--- config.mk ---
export PLATFORM = sky130hd
export DESIGN_NAME = vec_csr_regfile_flat
export DESIGN_NICKNAME = d
export VERILOG_FILES = /design/src/rtl/vec_csr_regfile_pkg.sv /design/src/rtl/vec_csr_regfile_if.sv /design/src/rtl/vec_csr_regfile_vlmax_calc.sv /design/src/rtl/vec_csr_regfile.sv /design/src/flat_wrapper.sv
export SDC_FILE = /design/constraint.sdc
export NUM_CORES = 1
export LEC_CHECK = 0
export CAP_MARGIN = 20
export CORE_ASPECT_RATIO = 1.2
export CORE_UTILIZATION = 55
export CTS_CLUSTER_DIAMETER = 50
export CTS_CLUSTER_SIZE = 10
export DETAILED_ROUTE_END_ITERATION = 12
export DONT_BUFFER_PORTS = 1
export GPL_TIMING_DRIVEN = 0
export PLACE_DENSITY = 0.7
export SLEW_MARGIN = 5
export SYNTH_ARGS = -nofsm -noshare
export SYNTH_HDL_FRONTEND = slang
export SYNTH_SLANG_ARGS = --single-unit
--- constraint.sdc ---
create_clock -name clk -period 11.4 [get_ports clk]
set_input_delay 2.28 -clock clk [delete_from_list [all_inputs] [get_ports clk]]
set_output_delay 2.28 -clock clk [all_outputs]
set_load 0.02 [all_outputs]
--- src/rtl/vec_csr_regfile_pkg.sv ---
// Shared vector-configuration definitions: vtype field layout, LMUL/SEW
// encodings and the CSR update FSM state type.
package vec_csr_regfile_pkg;

  localparam int VLMUL_LSB      = 0;
  localparam int VSEW_LSB       = 3;
  localparam int VTA_BIT        = 6;
  localparam int VMA_BIT        = 7;
  localparam int VTYPE_RSVD_LSB = 8;

  typedef enum logic [2:0] {
    LMUL_1    = 3'b000,
    LMUL_2    = 3'b001,
    LMUL_4    = 3'b010,
    LMUL_8    = 3'b011,
    LMUL_RSVD = 3'b100,
    LMUL_F8   = 3'b101,
    LMUL_F4   = 3'b110,
    LMUL_F2   = 3'b111
  } vlmul_e;

  typedef enum logic [2:0] {
    SEW_8  = 3'b000,
    SEW_16 = 3'b001,
    SEW_32 = 3'b010,
    SEW_64 = 3'b011
  } vsew_e;

  typedef enum logic [1:0] {
    IDLE   = 2'd0,
    DRAIN  = 2'd1,
    UPDATE = 2'd2
  } csr_state_e;

endpackage

--- src/rtl/vec_csr_regfile_if.sv ---
// Request/response bundle between the vector controller and the vl/vtype CSR stage.
// Handshake: a request is inst_valid & csrwr_en; it is taken on the clock edge
// where csr_ready is also high, and csr_done pulses once when it commits.
interface vec_csr_regfile_if #(
  parameter int XLEN = 32,
  parameter int VLEN = 512
);
  localparam int VW = $clog2(VLEN) + 1;

  logic [XLEN-1:0] vec_inst;
  logic            inst_valid;
  logic            csrwr_en;
  logic            vl_sel;
  logic            vtype_sel;
  logic            rs1rd_de;
  logic [XLEN-1:0] rs1_data;
  logic [XLEN-1:0] rs2_data;
  logic            vec_busy;
  logic            csr_ready;
  logic            csr_done;
  logic [XLEN-1:0] rd_wdata;
  logic [XLEN-1:0] csr_vl;
  logic [XLEN-1:0] csr_vtype;
  logic [VW-1:0]   csr_vlmax;

  modport master (
    output vec_inst, inst_valid, csrwr_en, vl_sel, vtype_sel, rs1rd_de,
           rs1_data, rs2_data, vec_busy,
    input  csr_ready, csr_done, rd_wdata, csr_vl, csr_vtype, csr_vlmax
  );

  modport slave (
    input  vec_inst, inst_valid, csrwr_en, vl_sel, vtype_sel, rs1rd_de,
           rs1_data, rs2_data, vec_busy,
    output csr_ready, csr_done, rd_wdata, csr_vl, csr_vtype, csr_vlmax
  );

endinterface

--- src/rtl/vec_csr_regfile_vlmax_calc.sv ---
// Combinational vtype decode: VLMAX, vill, and the vtype value to commit.
// Shift-only so it can sit on the decode-stage forwarding path as well.
module vec_vlmax_calc
  import vec_csr_regfile_pkg::*;
#(
  parameter  int XLEN = 32,
  parameter  int VLEN = 512,
  parameter  int ELEN = 32,
  localparam int VW   = $clog2(VLEN) + 1
) (
  input  logic [XLEN-1:0] vtype_i,
  output logic [VW-1:0]   vlmax_o,
  output logic            vill_o,
  output logic [XLEN-1:0] vtype_o
);

  logic [2:0]    vsew;
  logic [2:0]    vlmul;
  logic [4:0]    sh;
  logic [VW-1:0] vlen_v;
  logic [VW-1:0] vlmax_raw;
  logic          sew_too_big;
  logic          rsvd_bits;

  always_comb begin
    vsew      = vtype_i[VSEW_LSB +: 3];
    vlmul     = vtype_i[VLMUL_LSB +: 3];
    vlen_v    = VW'(VLEN);
    sh        = 5'd0;
    vlmax_raw = '0;
    // Fractional LMUL folds 1/2^(8-vlmul) into the right shift.
    if (vlmul[2]) begin
      sh        = 5'd3 + 5'(vsew) + (5'd8 - 5'(vlmul));
      vlmax_raw = vlen_v >> sh;
    end else begin
      sh        = 5'd3 + 5'(vsew);
      vlmax_raw = (vlen_v >> sh) << vlmul[1:0];
    end
    sew_too_big = (32'd8 << vsew) > 32'(ELEN);
    rsvd_bits   = |vtype_i[XLEN-2:VTYPE_RSVD_LSB];
    vill_o      = (vlmul == LMUL_RSVD) | vsew[2] | sew_too_big | rsvd_bits |
                  (vlmax_raw == '0);
    vlmax_o     = vill_o ? '0 : vlmax_raw;
    vtype_o     = vill_o ? {1'b1, {(XLEN-1){1'b0}}} : vtype_i;
  end

endmodule

--- src/rtl/vec_csr_regfile.sv ---
// Architectural vl/vtype registers. A vset* request is latched, held in DRAIN
// until in-flight vector work retires, then committed in UPDATE.
module vec_csr_regfile
  import vec_csr_regfile_pkg::*;
#(
  parameter  int XLEN = 32,
  parameter  int VLEN = 512,
  parameter  int ELEN = 32,
  localparam int VW   = $clog2(VLEN) + 1
) (
  input  logic               clk,
  input  logic               reset,
  vec_csr_regfile_if.slave   bus,
  output csr_state_e         dbg_state_o
);

  localparam logic [XLEN-1:0] VTYPE_VILL = {1'b1, {(XLEN-1){1'b0}}};

  csr_state_e      state_q, state_d;
  logic            ready;
  logic            accept;

  logic [4:0]      rd_q;
  logic [4:0]      rs1_q;
  logic [10:0]     zimm_q;
  logic [XLEN-1:0] rs1_data_q;
  logic [XLEN-1:0] rs2_data_q;
  logic            vl_sel_q;
  logic            vtype_sel_q;
  logic            rs1rd_de_q;

  logic [XLEN-1:0] vl_q;
  logic [XLEN-1:0] vtype_q;
  logic [VW-1:0]   vlmax_q;
  logic            done_q;
  logic [XLEN-1:0] rd_wdata_q;

  logic [XLEN-1:0] new_vtype;
  logic [XLEN-1:0] calc_vtype;
  logic [VW-1:0]   calc_vlmax;
  logic            calc_vill;
  logic [XLEN-1:0] vlmax_ext;
  logic [XLEN-1:0] avl;
  logic [XLEN-1:0] new_vl;

  assign ready  = (state_q == IDLE) & ~reset;
  assign accept = bus.inst_valid & bus.csrwr_en & ready;

  // Operands are only valid on the accept cycle, so everything needed later is captured.
  always_ff @(posedge clk) begin
    if (accept) begin
      rd_q        <= bus.vec_inst[11:7];
      rs1_q       <= bus.vec_inst[19:15];
      zimm_q      <= bus.vec_inst[31] ? {1'b0, bus.vec_inst[29:20]} : bus.vec_inst[30:20];
      rs1_data_q  <= bus.rs1_data;
      rs2_data_q  <= bus.rs2_data;
      vl_sel_q    <= bus.vl_sel;
      vtype_sel_q <= bus.vtype_sel;
      rs1rd_de_q  <= bus.rs1rd_de;
    end
  end

  assign new_vtype = vtype_sel_q ? XLEN'(zimm_q) : rs2_data_q;

  vec_vlmax_calc #(
    .XLEN (XLEN),
    .VLEN (VLEN),
    .ELEN (ELEN)
  ) u_vlmax_calc (
    .vtype_i (new_vtype),
    .vlmax_o (calc_vlmax),
    .vill_o  (calc_vill),
    .vtype_o (calc_vtype)
  );

  assign vlmax_ext = XLEN'(calc_vlmax);

  always_comb begin
    avl = bus.rs1_data;
    if (vl_sel_q)                         avl = XLEN'(rs1_q);
    else if (!rs1rd_de_q)                 avl = vl_q;
    else if (rs1_q == 5'd0 && rd_q != 5'd0) avl = '1;
    else                                  avl = rs1_data_q;
    new_vl = calc_vill ? '0 : ((avl < vlmax_ext) ? avl : vlmax_ext);
  end

  always_comb begin
    state_d = state_q;
    case (state_q)
      IDLE:    if (accept) state_d = bus.vec_busy ? DRAIN : UPDATE;
      DRAIN:   if (!bus.vec_busy) state_d = UPDATE;
      UPDATE:  state_d = IDLE;
      default: state_d = IDLE;
    endcase
  end

  always_ff @(posedge clk) begin
    if (reset) begin
      state_q    <= IDLE;
      vl_q       <= '0;
      vtype_q    <= VTYPE_VILL;
      vlmax_q    <= '0;
      done_q     <= 1'b0;
      rd_wdata_q <= '0;
    end else begin
      state_q <= state_d;
      done_q  <= (state_q == UPDATE);
      if (state_q == UPDATE) begin
        vl_q       <= new_vl;
        vtype_q    <= calc_vtype;
        vlmax_q    <= calc_vlmax;
        rd_wdata_q <= new_vl;
      end
    end
  end

  assign bus.csr_ready = ready;
  assign bus.csr_done  = done_q;
  assign bus.rd_wdata  = rd_wdata_q;
  assign bus.csr_vl    = vl_q;
  assign bus.csr_vtype = vtype_q;
  assign bus.csr_vlmax = vlmax_q;
  assign dbg_state_o   = state_q;

endmodule

--- src/flat_wrapper.sv ---
// flat-port wrapper written by rule: the top's interface ports become plain ports
module vec_csr_regfile_flat import vec_csr_regfile_pkg::*;
#(
  parameter  int XLEN = 32,
  parameter  int VLEN = 512,
  parameter  int ELEN = 32,
  localparam int VW   = $clog2(VLEN) + 1
)
  (clk, reset, dbg_state_o, bus_vec_inst, bus_inst_valid, bus_csrwr_en, bus_vl_sel, bus_vtype_sel, bus_rs1rd_de, bus_rs1_data, bus_rs2_data, bus_vec_busy, bus_csr_ready, bus_csr_done, bus_rd_wdata, bus_csr_vl, bus_csr_vtype, bus_csr_vlmax);
  vec_csr_regfile_if #(.XLEN(XLEN), .VLEN(VLEN)) bus_i ();
  input  logic clk;
  input  logic reset;
  output csr_state_e dbg_state_o;
  input wire logic [$bits(bus_i.vec_inst)-1:0] bus_vec_inst;
  input wire logic [$bits(bus_i.inst_valid)-1:0] bus_inst_valid;
  input wire logic [$bits(bus_i.csrwr_en)-1:0] bus_csrwr_en;
  input wire logic [$bits(bus_i.vl_sel)-1:0] bus_vl_sel;
  input wire logic [$bits(bus_i.vtype_sel)-1:0] bus_vtype_sel;
  input wire logic [$bits(bus_i.rs1rd_de)-1:0] bus_rs1rd_de;
  input wire logic [$bits(bus_i.rs1_data)-1:0] bus_rs1_data;
  input wire logic [$bits(bus_i.rs2_data)-1:0] bus_rs2_data;
  input wire logic [$bits(bus_i.vec_busy)-1:0] bus_vec_busy;
  output wire logic [$bits(bus_i.csr_ready)-1:0] bus_csr_ready;
  output wire logic [$bits(bus_i.csr_done)-1:0] bus_csr_done;
  output wire logic [$bits(bus_i.rd_wdata)-1:0] bus_rd_wdata;
  output wire logic [$bits(bus_i.csr_vl)-1:0] bus_csr_vl;
  output wire logic [$bits(bus_i.csr_vtype)-1:0] bus_csr_vtype;
  output wire logic [$bits(bus_i.csr_vlmax)-1:0] bus_csr_vlmax;
  assign bus_i.vec_inst = bus_vec_inst;
  assign bus_i.inst_valid = bus_inst_valid;
  assign bus_i.csrwr_en = bus_csrwr_en;
  assign bus_i.vl_sel = bus_vl_sel;
  assign bus_i.vtype_sel = bus_vtype_sel;
  assign bus_i.rs1rd_de = bus_rs1rd_de;
  assign bus_i.rs1_data = bus_rs1_data;
  assign bus_i.rs2_data = bus_rs2_data;
  assign bus_i.vec_busy = bus_vec_busy;
  assign bus_csr_ready = bus_i.csr_ready;
  assign bus_csr_done = bus_i.csr_done;
  assign bus_rd_wdata = bus_i.rd_wdata;
  assign bus_csr_vl = bus_i.csr_vl;
  assign bus_csr_vtype = bus_i.csr_vtype;
  assign bus_csr_vlmax = bus_i.csr_vlmax;
  vec_csr_regfile #(.XLEN(XLEN), .VLEN(VLEN), .ELEN(ELEN)) u_core (.clk(clk), .reset(reset), .bus(bus_i), .dbg_state_o(dbg_state_o));
endmodule
==> impl_metrics.env, run 1 <==
export IMPL_dp_hpwl_um=11100
export IMPL_powerDensity_nw_per_um2=166.4
export IMPL_fin_crit_ps=6512
export IMPL_io_buffers=0
export IMPL_fp_row_count=44
export IMPL_area_growth_syn_to_layout_pct=12.26
export IMPL_die_h_um=124.4
export IMPL_wl_per_cell_um=19.38
export IMPL_fmax_ghz=0.1536
export IMPL_max_stage_delay_ps=590
export IMPL_p_clk_frac=0.453
export IMPL_layout_nets=731
export IMPL_grt_pass1_wl_um=23850
export IMPL_core_area_um2=12110
export IMPL_synth_seq_cells=165
export IMPL_timing_final_hold_violations=0
export IMPL_critical_path_class="flop to flop"
export IMPL_cts_resized=0
export IMPL_synth_cells=587
export IMPL_totalWireLength_um=15140
export IMPL_netlist_area_um2=6869
export IMPL_critPathSlowestCell="a21boi_1"
export IMPL_worstPathRequired_ps=11720
export IMPL_synthMostInstantiatedCell="edfxtp_1"
export IMPL_min_to="u_core.bus.csr_vtype[6]$_SDFFE_PP0P_"
export IMPL_fp_dieArea_um2=12940
export IMPL_dp_slack_ps=4917
export IMPL_cts_path_max_buffers=2
export IMPL_cts_sinks=165
export IMPL_synth_top_area_share=0.3847
export IMPL_grt_ovfl_total=0
export IMPL_grt_max_degree=63
export IMPL_antenna_left=0
export IMPL_drc=0
export IMPL_ys_seq_area_frac=0.6091
export IMPL_min_path_cells=2
export IMPL_dr_pass1_iters=7
export IMPL_vdd_drop_max_v=0.0001062
export IMPL_synth_top_area_cell="edfxtp_1"
export IMPL_synth_common_cells="edfxtp_1, dfxtp_1, and2_1, nor2_1, buf_4"
export IMPL_crit_buf_inv=5
export IMPL_yosys_mux_area_fraction=0.01694
export IMPL_setup_viol=0
export IMPL_cp_common_cell="ha_1"
export IMPL_clk_pin_slew_ps=70
export IMPL_synthXorXnorAreaFrac=0.003825
export IMPL_grtUsageTotal=0.2412
export IMPL_leakagePower_uw=0.002919
export IMPL_synth_compound_area_frac=0.1089
export IMPL_maxSlewHeadroom=0.5272
export IMPL_power_switching_uw=290.5
export IMPL_postCtsSetupBuffers=0
export IMPL_r2r_cells=25
export IMPL_ys_flop_type="edfxtp_1"
export IMPL_synthTopCellsByArea="edfxtp_1, dfxtp_1, and2_1, buf_4, ha_1"
export IMPL_diodes=0
export IMPL_antenna_found_initial=1
export IMPL_synth_edff_count=88
export IMPL_yosys_warnings=0
export IMPL_clock_latency_ps=430
export IMPL_dpl_cell_area_um2=7103
export IMPL_gp_congestion=0.9639
export IMPL_io_pins=214
export IMPL_drt_iter0_drc=256
export IMPL_worst_setup_path_start_kind="flop"
export IMPL_synth_top_family_by_area="simple AND/OR/NAND/NOR gates"
export IMPL_tns_ps=0
export IMPL_crit_family="compound AO/OA/AOI/OAI gates"
export IMPL_ys_types=60
export IMPL_hold_buffers=0
export IMPL_yosys_area_share_simple=0.1652
export IMPL_reg2reg_setup_slack_ps=4890
export IMPL_synth_nets=711
export IMPL_clock_skew_ps=17.11
export IMPL_setup_ws_ps=4888
export IMPL_critical_path_arrival_ps=6830
export IMPL_r2r_end="u_core.bus.csr_vl[6]$_SDFFE_PP0P_"
export IMPL_timing_worst_slew_pin_value_ps=703.9
export IMPL_die_x_um=104.0
export IMPL_p_seq_frac=0.500
export IMPL_synthAdderAreaFrac=0.03752
export IMPL_whs_ps=557.7
export IMPL_async_reset_ff_frac=0
export IMPL_initial_core_util=0.5671
export IMPL_final_cell_area_um2=7711
export IMPL_maxCapViolCount=0
export IMPL_drv_slew=0
export IMPL_cp_end_kind="flop"
export IMPL_clockRootBuffer="clkbuf_16"
export IMPL_htree_num_levels=4
export IMPL_hold_start="u_core.bus.csr_vtype[6]$_SDFFE_PP0P_"
export IMPL_num_vias=4578
export IMPL_p_int_uw=992.3
export IMPL_fin_crit_sh=0.5712
export IMPL_hold_class="flop to flop"
export IMPL_grt_pass1_vias=4650
export IMPL_cts_made_buffers=17
export IMPL_syn_avg_cell_area_um2=11.70
export IMPL_cts_tree="yes"
export IMPL_r2r_start="u_core.vtype_sel_q$_DFFE_PP_"
export IMPL_rsz0062_at_grt="false"
export IMPL_swShare=0.2264
export IMPL_vias_per_cell=5.862
export IMPL_critPathMaxFanout=10
export IMPL_p_comb_frac=0.047
export IMPL_final_layout_size_suffix_gt1_frac=0.1387
export IMPL_status="complete, no violations"
## how the worst max path moves through the flow
stage | endpoint | startpoint | depth (start not counted)
after floorplan | u_core.bus.csr_vl[9]$_SDFFE_PP0P_ | u_core.vtype_sel_q$_DFFE_PP_ | 25
after global placement | u_core.bus.csr_vl[6]$_SDFFE_PP0P_ | u_core.vtype_sel_q$_DFFE_PP_ | 25
after detailed placement | u_core.bus.csr_vl[9]$_SDFFE_PP0P_ | u_core.vtype_sel_q$_DFFE_PP_ | 25
after CTS | u_core.bus.csr_vl[6]$_SDFFE_PP0P_ | u_core.vtype_sel_q$_DFFE_PP_ | 25
after global routing | u_core.bus.csr_vl[6]$_SDFFE_PP0P_ | u_core.vtype_sel_q$_DFFE_PP_ | 25
final | u_core.bus.csr_vl[6]$_SDFFE_PP0P_ | u_core.vtype_sel_q$_DFFE_PP_ | 25
## power by group through the flow
| stage | registers, uW | logic (uW) | clock network [uW] |
|---|---|---|---|
| 2_1_floorplan | 654 | 44.9 | 0 |
| 3_3_place_gp | 655 | 57.0 | 0 |
| 3_5_place_dp | 654 | 60.3 | 0 |
| 4_1_cts | 641 | 60.7 | 587 |
| 5_1_grt | 642 | 68.0 | 612 |
| 6_report | 641 | 60.9 | 581 |
## cells by family (layout without fill, tap and decap cells)
logic type / Yosys count / after routing
and+or+nand+nor: 208 / 208
buffers and inverters: 71 / 104
AOI/OAI and AO/OA: 109 / 109
xor gates and xnor gates: 3 / 3
adders and majority gates: 20 / 20
muxes: 11 / 11
DFF: 165 / 165
## flip-flops by register name (all words and copies together) (netlist names)
name,cells
u_core.vl_sel_q,1
u_core.rd_q,5
u_core.bus.csr_vtype,32
u_core.rs1_q,5
u_core.bus.csr_vlmax,10
u_core.rs1rd_de_q,1
u_core.rs2_data_q,32
u_core.vtype_sel_q,1
u_core.bus.csr_done,1
u_core.dbg_state_o,2
u_core.zimm_q,11
u_core.rs1_data_q,32
u_core.bus.csr_vl,32
## stage by stage
step / util / std cells / power, uW
after floorplan: - / 587 / 698.8
after global placement: 0.5838 / 748 / 712.1
after detailed placement: 0.5865 / 749 / 714.6
after CTS: 0.6367 / 781 / 1288
after global routing: 0.6367 / 781 / 1321
final: 0.6367 / 781 / 1283
## cell type report
type | instances | area, um^2
sequential | 165 | 4184
fill | 959 | 4400
timing repair buffer | 1 | 27.53
clock buffer | 20 | 479.2
tap | 161 | 201.4
inverter | 18 | 67.56
multi-input combinational | 351 | 2288
clock inverter | 12 | 128.9
buffer | 53 | 334.1
## placed cells by master, fill, tap and decap left out, drive strengths merged, types with 5 or more instances in the layout
| cell type | Yosys | final |
|---|---|---|
| inv | 18 | 25 |
| nand2 | 29 | 29 |
| mux2i | 6 | 6 |
| edfxtp | 88 | 88 |
| o21ai | 24 | 24 |
| nor4b | 5 | 5 |
| nand2b | 7 | 7 |
| mux2 | 5 | 5 |
| a21o | 9 | 9 |
| clkbuf | 13 | 33 |
| dfxtp | 77 | 77 |
| nand3 | 13 | 13 |
| ha | 19 | 19 |
| a31oi | 5 | 5 |
| o22ai | 6 | 6 |
| nor4 | 16 | 16 |
| and2 | 54 | 54 |
| nor2 | 42 | 42 |
| a211o | 6 | 6 |
| buf | 40 | 41 |
| a21oi | 25 | 25 |
| o211ai | 9 | 9 |
| nor3 | 17 | 17 |
## worst min-delay path, cell delays in order, from the launching register on
cell and delay, ps:
dfxtp_1 370, nand2_1 80, a21oi_1 50
## metal layers
metal	vias to the layer above	share of wire	GRT usage
met5	-	0	0
met4	0	0.029	0.1084
met3	35	0.073	0.07640
met2	217	0.51	0.4204
met1	2173	0.39	0.2680
li1	2153	-	-
Note: power is estimated with default switching activity, not from simulation.
==> run 2, diff against run 1 <==
clock period = 6.83 ns   (was 11.4 ns; I/O delays follow)
==> run 2 against run 1 <==
- final cell count unchanged
- hold slack about the same
- critical path depth unchanged
- non-clock buffer count unchanged
- sequential power increased by 67%
- utilization about the same
- die area unchanged
- critical path type unchanged
==> impl_metrics.env, run 2 (synthesis gave the netlist of run 1 again) <==
export IMPL_antenna_left=0
export IMPL_drt_met1_wl_um=5897
export IMPL_fp_row_count=44
export IMPL_grt_ovfl_total=0
export IMPL_setup_viol=0
export IMPL_cts_resized=0
export IMPL_gp_congestion=0.9639
export IMPL_vdd_drop_max_v=0.0001769
export IMPL_die_x_um=104.0
export IMPL_rsz0062_at_grt="false"
export IMPL_highest_layer="met4"
export IMPL_critical_path_class="flop to flop"
export IMPL_dr_wl_met2_um=7706
export IMPL_clock_latency_ps=430
export IMPL_final_cell_mix="edfxtp_1, dfxtp_1, and2_1"
export IMPL_dr_pass1_iters=5
export IMPL_grt_pass1_wl_um=23850
export IMPL_clock_skew_ps=15.70
export IMPL_final_layout_size_suffix_gt1_frac=0.1403
export IMPL_leakagePower_uw=0.002920
export IMPL_drt_iter0_drc=239
export IMPL_drc=0
export IMPL_cts_path_max_buffers=2
export IMPL_antenna_found_initial=1
export IMPL_worst_setup_path_start_kind="flop"
export IMPL_io_pins=214
export IMPL_io_buffers=0
export IMPL_core_area_um2=12110
export IMPL_tns_ps=0
export IMPL_postCtsSetupBuffers=0
export IMPL_powerDensity_nw_per_um2=277.4
export IMPL_clockRootBuffer="clkbuf_16"
export IMPL_fp_dieArea_um2=12940
export IMPL_cp_end_kind="flop"
export IMPL_wl_per_cell_um=19.36
export IMPL_worstPathRequired_ps=7140
export IMPL_htree_num_levels=4
export IMPL_status="complete, no violations"
export IMPL_maxCapViolCount=0
export IMPL_cts_tree="yes"
export IMPL_hold_buffers=0
export IMPL_fin_crit_ps=6296
export IMPL_layout_nets=731
export IMPL_initial_core_util=0.5671
export IMPL_timing_final_hold_violations=0
export IMPL_fmax_ghz=0.1588
export IMPL_grtUsageTotal=0.2412
export IMPL_cts_sinks=165
export IMPL_final_cell_area_um2=7715
export IMPL_final_common_cell="edfxtp_1"
export IMPL_grt_pass1_vias=4650
export IMPL_critical_path_arrival_ps=6610
export IMPL_totalWireLength_um=15120
export IMPL_timing_worst_slew_pin_value_ps=703.9
export IMPL_finalPower_uw=2140
export IMPL_dp_hpwl_um=11100
export IMPL_clk_pin_slew_ps=60
export IMPL_diodes=0
export IMPL_fill_cells=959
export IMPL_area_growth_syn_to_layout_pct=12.31
export IMPL_fin_crit_sh=0.9219
export IMPL_cts_made_buffers=17
export IMPL_hold_class="flop to flop"
export IMPL_num_vias=4557
export IMPL_die_h_um=124.4
export IMPL_wl_met3_um=1095
export IMPL_critPathMaxFanout=10
export IMPL_drv_slew=0
export IMPL_maxSlewHeadroom=0.5272
export IMPL_grt_max_degree=63
export IMPL_vias_per_cell=5.835
export IMPL_dpl_cell_area_um2=7103
run 2: cell counts in the layout (fill, tap and decap cells not counted):
No cell type changed its count.
run 2: final timing paths:
| path | slack [ps] | to | start | cells after the start |
|---|---|---|---|---|
| setup / recovery | 530 | u_core.bus.csr_vl[1]$_SDFFE_PP0P_ | u_core.vtype_sel_q$_DFFE_PP_ | 25 |
| hold / removal | 560 | u_core.bus.csr_vtype[6]$_SDFFE_PP0P_ | u_core.bus.csr_vtype[6]$_SDFFE_PP0P_ | 2 |
| setup reg to reg | 530 | u_core.bus.csr_vl[1]$_SDFFE_PP0P_ | u_core.vtype_sel_q$_DFFE_PP_ | 25 |
| hold reg to reg | 560 | u_core.bus.csr_vtype[6]$_SDFFE_PP0P_ | u_core.bus.csr_vtype[6]$_SDFFE_PP0P_ | 2 |
run 2: power breakdown:
part           switching, uW  total [uW]  internal, uW  leakage [uW]
Combinational           67.7         102          34.4       0.00119
Clock                    409         968           559      0.000303
Sequential              7.30        1070          1060       0.00143
run 2: stage by stage:
stage                       util  instances  hold slack [ps]  setup slack [ps]
after global placement    0.5838        748            540.3             493.7
after global routing      0.6370        781            579.8             3.688
after CTS                 0.6367        781            562.8             301.0
final                     0.6370        781            557.7             533.6
after detailed placement  0.5865        749            552.0             347.3
after floorplan                -        587            497.2              1268
run 2: cell type report:
cell class | count | area [um^2] | area share
inverter | 18 | 67.56 | 0.008758
clock inverter | 12 | 128.9 | 0.01670
tap | 161 | 201.4 | 0.02611
buffer | 53 | 334.1 | 0.04330
clock buffer | 20 | 479.2 | 0.06211
sequential | 165 | 4184 | 0.5423
multi-input combinational | 351 | 2292 | 0.2971
timing repair buffer | 1 | 27.53 | 0.003568
run 2: metal layers:
layer	up-vias	track usage
met5	-	0
met4	0	0.1084
met3	33	0.07640
met2	198	0.4204
met1	2172	0.2680
li1	2154	-
run 2: critical path, stage by stage (launching register included):
cell	delay, ps
edfxtp_1	430
buf_2	250
buf_2	270
mux2i_1	430
ha_1	310
inv_1	60
ha_1	220
ha_1	210
inv_1	70
fa_1	450
nor4b_1	320
a21oi_1	200
o31ai_1	250
o31ai_1	170
and4b_1	290
a21boi_2	380
nand2b_1	110
ha_1	300
nand2_1	120
nor2_1	80
a211oi_2	210
o211ai_1	110
a211o_1	290
or2_1	240
buf_6	150
a211o_1	260
==> run 3, diff against run 2 <==
SLEW_MARGIN = not set   (was 5)
==> results of run 3 <==
The final DEF is identical to that of run 2; final timing and power are the same.
==> edit 1, RTL diff (flow settings as in run 3) <==
`XLEN` is set to 32 in 4 places; all go to 48.
--- a/src/rtl/vec_csr_regfile_if.sv
+++ b/src/rtl/vec_csr_regfile_if.sv
@@ -4,3 +4,3 @@
 interface vec_csr_regfile_if #(
-  parameter int XLEN = 32,
+  parameter int XLEN = 48,
   parameter int VLEN = 512
--- a/src/rtl/vec_csr_regfile_vlmax_calc.sv
+++ b/src/rtl/vec_csr_regfile_vlmax_calc.sv
@@ -5,3 +5,3 @@
 #(
-  parameter  int XLEN = 32,
+  parameter  int XLEN = 48,
   parameter  int VLEN = 512,
--- a/src/rtl/vec_csr_regfile.sv
+++ b/src/rtl/vec_csr_regfile.sv
@@ -5,3 +5,3 @@
 #(
-  parameter  int XLEN = 32,
+  parameter  int XLEN = 48,
   parameter  int VLEN = 512,
--- a/src/flat_wrapper.sv
+++ b/src/flat_wrapper.sv
@@ -3,3 +3,3 @@
 #(
-  parameter  int XLEN = 32,
+  parameter  int XLEN = 48,
   parameter  int VLEN = 512,
Ports: changed (6 resized); port bits go from 214 to 310. No check against the original RTL was run, so the function may have changed too.
==> edit 1 against run 3 <==
Count of clock-buffer cells in the layout is 27 higher; first-iteration DRC count grew 36%; critical endpoint is now u_core.bus.csr_vl[2]$_SDFFE_PP0P_; clock power grew 37%; critical path type unchanged; sequential cell count increased by 64; clock skew fell by 3.8 ps; power grew 37%; design area is 32% higher; area after synthesis increased by 32%; cell count rose by 28%; via count up 27%; largest power group unchanged; routed wire length increased by 36%; worst setup slack better by 47 ps; largest cell class unchanged; combinational power is 19% higher.
==> edit 1: results (changes against run 3) <==
run status=complete, no violations (unchanged); 1st-pass router iterations=6 (was 5); dpl ws=668 ps (was 347 ps); Layout Skew=11.9 ps (was 15.7 ps); largest cells by area after synthesis=edfxtp_1, dfxtp_1, and2_1 (unchanged); Vias=5788 (was 4557); most instantiated cells after synthesis=edfxtp_1, dfxtp_1, and2_1, buf_4, nand2_1 (was edfxtp_1, dfxtp_1, and2_1, nor2_1, buf_4); Cells after Synth=732 (was 587); clock latency on the worst-skew pair=530 ps (was 430 ps); wire per inst=20.7 µm (was 19.4 µm); area share of the largest cell type after synthesis=39.8% (was 38.5%); gr usage total=23.6% (was 24.1%); DP Area=9350 µm² (was 7100 µm²); placed cells=945 (was 749); R2R depth=23 (was 25); P_leak=3.74 nW (was 2.92 nW); Clk power=1.33 mW (was 968 µW); RePlAce Congestion=0.978 (was 0.964); DR iter-0 viols=324 (was 239); Net Switching=622 µW (was 484 µW); syn nets=904 (was 711); vias in the first global route=5659 (was 4650); first-pass GRT wire length=30700 µm (was 23900 µm); Worst Hold Depth=1 (was 2); total CTS buffers=28 (was 17); critical path endpoint=u_core.bus.csr_vl[2]$_SDFFE_PP0P_ (was u_core.bus.csr_vl[1]$_SDFFE_PP0P_); Final Non-Filler Cells=996 (was 781); slowest stage delay, CP=530 ps (was 450 ps); H-tree depth=1 (was 4); seq pwr=1.49 mW (was 1.07 mW); Crit-path slowest cell=a21oi_1 (was fa_1); Worst Hold End=u_core.bus.csr_vtype[9]$_SDFFE_PP0P_ (was u_core.bus.csr_vtype[6]$_SDFFE_PP0P_); hold_sp=u_core.bus.csr_vtype[9]$_SDFFE_PP0P_ (was u_core.bus.csr_vtype[6]$_SDFFE_PP0P_); CP arrival=6690 ps (was 6610 ps); Tightest Pin Transition=869 ps (was 704 ps); register area share after synthesis=63.9% (was 60.9%); Nets=935 (was 731); Hold Slack=572 ps (was 558 ps); fraction of layout cells with a size suffix above 1=14.0% (about the same); Post-synth EDFFs=120 (was 88); Clock Path Buffers=3 (was 2); total power draw=2.94 mW (was 2.14 mW)
## edit 1: per-layer routing
layer	part of all wire (%)	track usage, %	up-vias
met2	53	43.7	324
met3	9.2	6.49	41
met1	36	26.0	2723
met4	2.1	7.26	2
met5	0.063	0	-
li1	-	-	2698
## edit 1: area by class of cell
class | instances | area, µm²
fill | 1265 | 5940
tap | 212 | 265
sequential | 229 | 5790
timing repair buffer | 1 | 27.5
inverter | 13 | 53.8
buffer | 74 | 479
clock buffer | 47 | 803
clock inverter | 4 | 51.3
multi-input combinational | 416 | 2740
## edit 1: kinds of logic (layout without fill, tap and decap cells)
family	count (synthesis)	in the layout	share of synthesized area [%]
multiplexers	9	9	1.09
flip-flops	229	229	63.9
AO/OA/AOI/OAI	113	113	9.50
XOR/XNOR	1	1	0.0968
adder cells (fa/ha/maj)	20	20	2.85
AND/OR/NAND/NOR	273	273	16.7
buffers and inverters	87	139	5.89
==> edit 2, RTL diff (settings of run 3) <==
Made on the original files. Put one more register stage on the output `dbg_state_o`, without a reset. The value now appears one clock later. The other outputs are not delayed to match.
--- a/src/rtl/vec_csr_regfile.sv
+++ b/src/rtl/vec_csr_regfile.sv
@@ -122,3 +122,5 @@
   assign bus.csr_vlmax = vlmax_q;
-  assign dbg_state_o   = state_q;
+  always_ff @(posedge clk) begin
+    dbg_state_o <= state_q;
+  end
 
Behaviour: not the same (a bounded check fails within 4 cycles, from zero or initial values and one cycle with reset high).
==> edit 2 against run 3 <==
Design area grew 0.39%; area after synthesis up 0.84%; largest cell class unchanged; worst setup slack improved by 310 ps; routed wire length is 3.8% lower; power is 1.1% lower; maximum frequency rose by 5.2%; sequential cell count is 2 higher; via count decreased by 2.7%; highest routed layer unchanged; critical path type unchanged.
==> edit 2: results (changes against run 3) <==
run status=complete, no violations (unchanged); register area share after synthesis=61.0% (was 60.9%); met1 wire length=5640 µm (was 5900 µm); post-CTS setup buffers=0 (unchanged); Fill cells=949 (was 959); slowest stage delay, CP=550 ps (was 450 ps); first-pass GRT wire length=23000 µm (was 23900 µm); xor/xnor share of the synthesized area=0.379% (was 0.383%); overflow left after global routing=0 (unchanged); HP Class=flop to flop (unchanged); Worst Path Max Fanout=10 (unchanged); ys async rst share=0% (unchanged); DR WL met3=1090 µm (was 1100 µm); Final Non-Filler Cells=767 (was 781); 1st-pass router iterations=4 (was 5); RePlAce Congestion=0.882 (was 0.964); H-tree depth=4 (unchanged); metal2 WL=7450 µm (was 7710 µm); CTS clk-pin slew, worst paths=70 ps; DP HPWL=10700 µm (was 11100 µm); Crit-path slowest cell=o32ai_1 (was fa_1); Nets=716 (was 731); CP arrival=6290 ps (was 6610 ps); Tightest Pin Transition=950 ps (was 704 ps); DR iter-0 viols=239 (unchanged); VDD IR max=0.000203 V (was 0.000177 V); fraction of layout cells with a size suffix above 1=15.4% (was 14.0%); hold_sp=u_core.state_q[0]$_SDFFE_PP0P_ (was u_core.bus.csr_vtype[6]$_SDFFE_PP0P_); FF-to-FF setup slack=850 ps (was 530 ps); syn nets=696 (was 711); Vias=4436 (was 4557); largest cells by area after synthesis=edfxtp_1, dfxtp_1, and2_1 (unchanged); Cell variety after synth=71 (was 60); Clock Path Buffers=2 (unchanged); largest net degree at the start of global routing=68 (was 63); P_leak=2.91 nW (was 2.92 nW); Layout Skew=17.1 ps (was 15.7 ps); Post-synth EDFFs=88 (unchanged); syn avg cell area=12.1 µm² (was 11.7 µm²); placed cells=734 (was 749); port bufs=0 (unchanged); gr usage total=22.9% (was 24.1%); post-synthesis adder-cell area fraction=3.72% (was 3.75%); R2R depth=22 (was 25); ys flop type=edfxtp_1 (unchanged); Compound-Gate Fraction of Synth Area=10.2% (was 10.9%); Worst Hold End=u_core.dbg_state_o[0]$_DFF_P_ (was u_core.bus.csr_vtype[6]$_SDFFE_PP0P_); initial antenna violation count=1 (unchanged); CTS root buf=clkbuf_16 (unchanged); cts repair resizes=0 (unchanged); most instantiated cells after synthesis=edfxtp_1, dfxtp_1, and2_1, nand2_1, buf_4 (was edfxtp_1, dfxtp_1, and2_1, nor2_1, buf_4); Worst Hold Depth=0 (was 2); mux cell area share after synthesis=3.54% (was 1.69%); reg2reg end=u_core.bus.csr_vl[4]$_SDFFE_PP0P_ (was u_core.bus.csr_vl[1]$_SDFFE_PP0P_); wire per inst=19.0 µm (was 19.4 µm)
[edit 2: area by class of cell]
type	count	area [µm²]	area share [%]
timing repair buffer	1	27.5	0.355
tap	161	201	2.60
inverter	19	71.3	0.921
antenna	1	2.50	0.0323
buffer	56	383	4.94
sequential	167	4220	54.5
multi-input combinational	330	2250	29.1
clock inverter	15	156	2.02
clock buffer	17	425	5.49
[edit 2: through the flow]
stage	power (mW)	worst slack, ps	area, µm²	hold slack, ps
2_1_floorplan	1.19	1730	6930	371
3_3_place_gp	1.21	950	7130	383
3_5_place_dp	1.21	902	7160	395
4_1_cts	2.13	855	7740	405
5_1_grt	2.18	480	7740	427
6_report	2.12	847	7740	403
[edit 2: layer usage]
metal / vias up / track usage [%]
met5: - / 0
met4: 0 / 10.1
met3: 27 / 7.19
met2: 183 / 39.2
met1: 2127 / 26.4
li1: 2099 / -
[edit 2: worst register-to-register path: cells and delay by family, from the launching register on]
kind / cells / cell delay, ps
DFF: 1 / 350
xor gates and xnor gates: 1 / 150
buffers and inverters: 4 / 610
AOI/OAI and AO/OA: 8 / 2420
muxes: 2 / 710
and+or+nand+nor: 3 / 490
adders and majority gates: 4 / 1150
[edit 2: cell families after synthesis]
| family | Yosys count |
|---|---|
| and+or+nand+nor | 189 |
| DFF | 167 |
| AOI/OAI and AO/OA | 97 |
| buffers and inverters | 75 |
| muxes | 21 |
| adders and majority gates | 20 |
| xor gates and xnor gates | 3 |
[edit 2: where the power goes]
group	switching [mW]	internal [mW]
clock network	0.438	0.488
registers	0.00776	1.07
logic	0.0708	0.0377
total	0.517	1.60
[edit 2: worst max path at each step]
stage	slack (ps)	to
after floorplan	1730	u_core.bus.csr_vl[4]$_SDFFE_PP0P_
after global placement	950	u_core.bus.csr_vl[4]$_SDFFE_PP0P_
after detailed placement	900	u_core.bus.csr_vl[4]$_SDFFE_PP0P_
after CTS	860	u_core.bus.csr_vl[4]$_SDFFE_PP0P_
after global routing	480	u_core.bus.csr_vl[4]$_SDFFE_PP0P_
final	850	u_core.bus.csr_vl[4]$_SDFFE_PP0P_
